File: src/rtl/shift_add_multiplier.sv
// Purpose : radix-2 shift-and-add unsigned multiplier, BIT_WIDTH x BIT_WIDTH -> 2*BIT_WIDTH,
//           built around a single BIT_WIDTH-bit ripple-carry adder.
// Latency : BIT_WIDTH+1 edges from accepting start to done_o; accepts a new start in IDLE or DONE.
// Backpressure: none; start is ignored while busy_o is high, and the result is held only until the next accept.
//
// Ports:
//   clk, rst_n      clock, asynchronous active-low reset
//   start, a, b     request and operands (a = multiplicand, b = multiplier), sampled on the accepting edge
//   busy_o          high while iterating
//   done_o          one-cycle result strobe
//   product_o       {hi, lo} accumulator; final product while done_o, held until the next accept

// Parameterised ripple-carry adder: one full adder per bit, carry chained LSB to MSB.
module ripple_carry_adder_param #(
    parameter int BIT_WIDTH = 32
) (
    input  logic [BIT_WIDTH-1:0] a_i,
    input  logic [BIT_WIDTH-1:0] b_i,
    input  logic                 cin_i,
    output logic [BIT_WIDTH-1:0] sum_o,
    output logic                 cout_o
);
    logic [BIT_WIDTH:0] carry;

    assign carry[0] = cin_i;

    for (genvar gi = 0; gi < BIT_WIDTH; gi++) begin : g_fa
        assign sum_o[gi]      = a_i[gi] ^ b_i[gi] ^ carry[gi];
        assign carry[gi + 1]  = (a_i[gi] & b_i[gi]) | (carry[gi] & (a_i[gi] ^ b_i[gi]));
    end

    assign cout_o = carry[BIT_WIDTH];
endmodule

module shift_add_multiplier #(
    parameter int BIT_WIDTH = 32
) (
    input  logic                   clk,
    input  logic                   rst_n,
    input  logic                   start,
    input  logic [BIT_WIDTH-1:0]   a,
    input  logic [BIT_WIDTH-1:0]   b,
    output logic                   busy_o,
    output logic                   done_o,
    output logic [2*BIT_WIDTH-1:0] product_o
);
    localparam int CW = $clog2(BIT_WIDTH + 1);

    typedef enum logic [1:0] {
        ST_IDLE = 2'd0,
        ST_RUN  = 2'd1,
        ST_DONE = 2'd2
    } state_t;

    state_t state_q, state_d;

    logic [BIT_WIDTH-1:0] mcand_q, mcand_d;
    logic [BIT_WIDTH-1:0] hi_q, hi_d;
    logic [BIT_WIDTH-1:0] lo_q, lo_d;
    logic [CW-1:0]        count_q, count_d;

    logic [BIT_WIDTH-1:0] add_sum;
    logic                 add_cout;
    logic [BIT_WIDTH-1:0] part_s;
    logic                 part_c;
    logic                 accept;
    logic                 last_iter;

    // A request is taken only when not iterating.
    assign accept    = start && ((state_q == ST_IDLE) || (state_q == ST_DONE));
    // count_q holds the number of RUN edges already taken; this edge is the final one.
    assign last_iter = (count_q == CW'(BIT_WIDTH - 1));

    ripple_carry_adder_param #(
        .BIT_WIDTH (BIT_WIDTH)
    ) u_adder (
        .a_i    (hi_q),
        .b_i    (mcand_q),
        .cin_i  (1'b0),
        .sum_o  (add_sum),
        .cout_o (add_cout)
    );

    // Add the multiplicand only when the current multiplier bit is set.
    // The carry-out becomes the new MSB of hi, so the 2N-bit accumulator stays exact.
    always_comb begin
        part_s = hi_q;
        part_c = 1'b0;
        if (lo_q[0]) begin
            part_s = add_sum;
            part_c = add_cout;
        end
    end

    // FSM: state register
    always_ff @(posedge clk or negedge rst_n) begin
        if (!rst_n) begin
            state_q <= ST_IDLE;
        end else begin
            state_q <= state_d;
        end
    end

    // FSM: next-state logic
    always_comb begin
        state_d = state_q;
        unique case (state_q)
            ST_IDLE: if (start) state_d = ST_RUN;
            ST_RUN:  if (last_iter) state_d = ST_DONE;
            ST_DONE: state_d = start ? ST_RUN : ST_IDLE;
            default: state_d = ST_IDLE;
        endcase
    end

    // FSM: outputs decoded from registered state only
    always_comb begin
        busy_o = (state_q == ST_RUN);
        done_o = (state_q == ST_DONE);
    end

    // Datapath next-state
    always_comb begin
        mcand_d = mcand_q;
        hi_d    = hi_q;
        lo_d    = lo_q;
        count_d = count_q;
        if (accept) begin
            mcand_d = a;
            hi_d    = '0;
            lo_d    = b;
            count_d = '0;
        end else if (state_q == ST_RUN) begin
            // Shift {c, s, lo} right by one: multiplier bits leave lo as product bits enter.
            hi_d    = {part_c, part_s[BIT_WIDTH-1:1]};
            lo_d    = {part_s[0], lo_q[BIT_WIDTH-1:1]};
            count_d = count_q + CW'(1);
        end
    end

    always_ff @(posedge clk or negedge rst_n) begin
        if (!rst_n) begin
            mcand_q <= '0;
            hi_q    <= '0;
            lo_q    <= '0;
            count_q <= '0;
        end else begin
            mcand_q <= mcand_d;
            hi_q    <= hi_d;
            lo_q    <= lo_d;
            count_q <= count_d;
        end
    end

    assign product_o = {hi_q, lo_q};
endmodule

File: config.mk
export PLATFORM = sky130hd
export DESIGN_NAME = shift_add_multiplier
export DESIGN_NICKNAME = d
export VERILOG_FILES = /design/src/rtl/shift_add_multiplier.sv
export SDC_FILE = /design/constraint.sdc
export NUM_CORES = 1
export LEC_CHECK = 0
export BUFFER_PORTS_ARGS = -buffer_cell sky130_fd_sc_hd__buf_4
export CORE_MARGIN = 4
export CORE_UTILIZATION = 35
export CTS_CLUSTER_DIAMETER = 150
export DETAILED_ROUTE_END_ITERATION = 8
export GPL_TIMING_DRIVEN = 0
export SLEW_MARGIN = 20
export SYNTH_ARGS = -nofsm -noshare
export SYNTH_HDL_FRONTEND = slang
export SYNTH_SLANG_ARGS = --single-unit
export TNS_END_PERCENT = 100
File: constraint.sdc
create_clock -name clk -period 30.7 [get_ports clk]
set_input_delay 6.14 -clock clk [delete_from_list [all_inputs] [get_ports clk]]
set_output_delay 6.14 -clock clk [all_outputs]
set_load 0.02 [all_outputs]
==> impl_metrics.toml <==
[logic_synthesis]
yosysMostFrequentCell = "nand2_1"
netlist_top_cells_area = "dfrtp_1, fa_1, nand2_1, mux2i_1, o2bb2ai_1"
netlist_top_cells_count = "nand2_1, dfrtp_1, mux2i_1, nand3_1"
yosysSeqAreaShare = 0.5135
synthDominantCellAreaShare = 0.5135
synth_area_sq_um = 5069
yosysTopAreaCell = "dfrtp_1"
synth_cell_types = 31
synth_top_flop_cell = "dfrtp_1"
syn_inst = 453
synth_edf_count = 0
syn-num-nets = 553
ys_seq_elements = 104
avgSynthCellArea_sq_um = 11.19
ys_async_sr_fraction = 1.000
yosysWarnings = 0

[floorplanning]
die_h_microns = 128.3
die_area_sq_um = 16470
core.rowCount = 43
initial_core_util = 0.3610
design.portCount = 133
die_w_microns = 128.3
core_sq_um = 14040

[global_routing]
grt_overflow_total = 0
grt_pass1_vias = 4025
antenna_found_initial = 0
track_usage = 0.1578
grt_pass1_wl_mm = 20.70
grt_max_degree = 105

[worst_setup_path]
critical_path_required_ns = 30.93
critical_path.startpoint_type = "register"
critPathMaxFanout = 4
crit_top_cell = "fa_1"
critPathSlowestCell = "dfrtp_1"
worstSetupPathType = "register to register"
crit_arrival_ns = 13.41
end_kind = "register"
worst_path_largest_cell_delay_ns = 0.43

[power_and_ir_drop]
p_int_mw = 0.4528
power_mw = 0.7863
p_seq_frac = 0.351
p_switching_mw = 0.3335
pwr-share-comb = 0.503
swShare = 0.4242
max-vdd-ir-drop_v = 0.00004943
powerDensity_nw_per_um2 = 119.5
p_clk_frac = 0.145
total_leakage_power_nw = 3.247

[route]
drtPass1Iterations = 4
ant_nets = 0
viasPerCell = 4.937
route.detailed.drc = 0
wl_per_cell_microns = 16.16
initialDrtViolationCount = 224
wirelength_mm = 12.62
vias = 3856

[timing]
fmax_mhz = 75.87
fin_tns_setup_ns = 0
final_hold_viol_count = 0
period_share = 0.4293
rsz0062_at_grt = "false"
slew_headroom = 0.3618
worst_pin_slew_ns = 0.9573
layout_min_cycle_time_ns = 13.18
skew_ns = 0.007655
setup-violations-final = 0
maxSlewViolCount = 0

[run]
maxCapViolCount = 0

[placed_design]
dpl.hpwl_mm = 9.303
place_congestion = 0.7763
placed_area_sq_um = 6289
port_buffers = 132

[cells_and_area]
drive_gt1_frac = 0.2945
diodes = 0
nets = 696
area_growth_pct = 29.80
fin_area_sq_um = 6579
utilization = 0.4685

[status]
status = "finished, final reports clean"

[clocking]
htreeDepth = 3
cts_buffers = 9
insertion_delay_ns = 0.34
clk_pin_slew_ns = 0.07
ctsHoldBuffers = 0
cts_sinks = 104
cts-resized-gates = 0
cts_root_buf = "clkbuf_16"
cts_buffer_depth = 2
post-cts-setup-buffer-count = 0
cts_tree = "done"

[worst_hold_path]
hp-class = "register to register"
kinds of logic (layout without fill, tap and decap cells):
family | after synthesis | after routing | share of synthesized area
multiplexers | 33 | 33 | 0.06517
AO/OA/AOI/OAI | 71 | 71 | 0.1140
XOR/XNOR | 1 | 1 | 0.001728
buffers and inverters | 37 | 185 | 0.03480
AND/OR/NAND/NOR | 174 | 174 | 0.1434
flip-flops | 104 | 104 | 0.5135
adder cells (fa/ha/maj) | 33 | 33 | 0.1274
metal layers:
layer,vias to the layer above,part of all wire,GRT usage
met3,7,0.059,0.04359
met2,92,0.49,0.2544
met5,-,0,0
met1,1906,0.44,0.2116
met4,0,0.0073,0.04057
li1,1851,-,-
stage by stage:
step           hold WS (ns)  instances  setup WS [ns]
2_1_floorplan        0.4457        453          18.03
3_3_place_gp         0.4649        765          17.62
3_5_place_dp         0.4768        765          17.51
4_1_cts              0.4947        781          17.47
5_1_grt              0.5097        781          16.96
6_report             0.4844        781          17.52
final cells by class:
class,count,area [sq um]
Multi-Input combinational cell,312,2290
Fill cell,1326,7463
Clock inverter,5,57.56
Sequential cell,104,2603
Clock buffer,11,232.7
Buffer,32,157.7
Inverter,5,18.77
Timing Repair Buffer,132,994.7
Tap cell,180,225.2
path summary, 6_finish.rpt:
path	slack, ns	cells after the start	to	startpoint
setup / recovery	17.52	36	hi_q[30]	hi_q[0]
hold / removal	0.48	2	mcand_q[0]	mcand_q[0]
setup reg to reg	17.52	36	hi_q[30]	hi_q[0]
hold reg to reg	0.48	2	mcand_q[0]	mcand_q[0]
max in group asynchronous	24.15	1	hi_q[28]	rst_n
min in group asynchronous	5.91	1	lo_q[25]	rst_n
critical path: cells and delay by family (launching register included):
kind            cells  cell delay, ns
fa+ha+maj          32           12.21
flops               1            0.43
mux                 1            0.15
buf+inv             2            0.13
compound gates      1            0.09
cells in the final DEF, fill, tap and decap left out, types with 2 or more instances in the layout:
master,synthesis,layout
a22oi_1,31,31
inv_1,4,4
nand2_1,128,128
buf_4,2,133
o21ai_1,3,3
nand3_1,33,33
clkbuf_16,0,9
dfrtp_1,104,104
fa_1,31,31
a22o_1,2,2
ha_1,2,2
mux2i_1,33,33
buf_2,24,24
clkbuf_1,6,8
nor2_1,3,3
nand4_1,2,2
o2bb2ai_1,30,30
clkinvlp_4,0,3
sequential cells by signal (all words and copies together) (netlist names):
signal and cells:
count_q 6, hi_q 32, lo_q 32, mcand_q 32, state_q 2
power groups by stage:
stage	clock network, mW	registers (mW)	logic [mW]
after CTS	0.118	0.278	0.404
after global routing	0.124	0.289	0.450
after floorplan	0	0.315	0.219
after detailed placement	0	0.280	0.403
after global placement	0	0.277	0.391
final	0.114	0.276	0.396
Power figures use the tool's default switching activity.
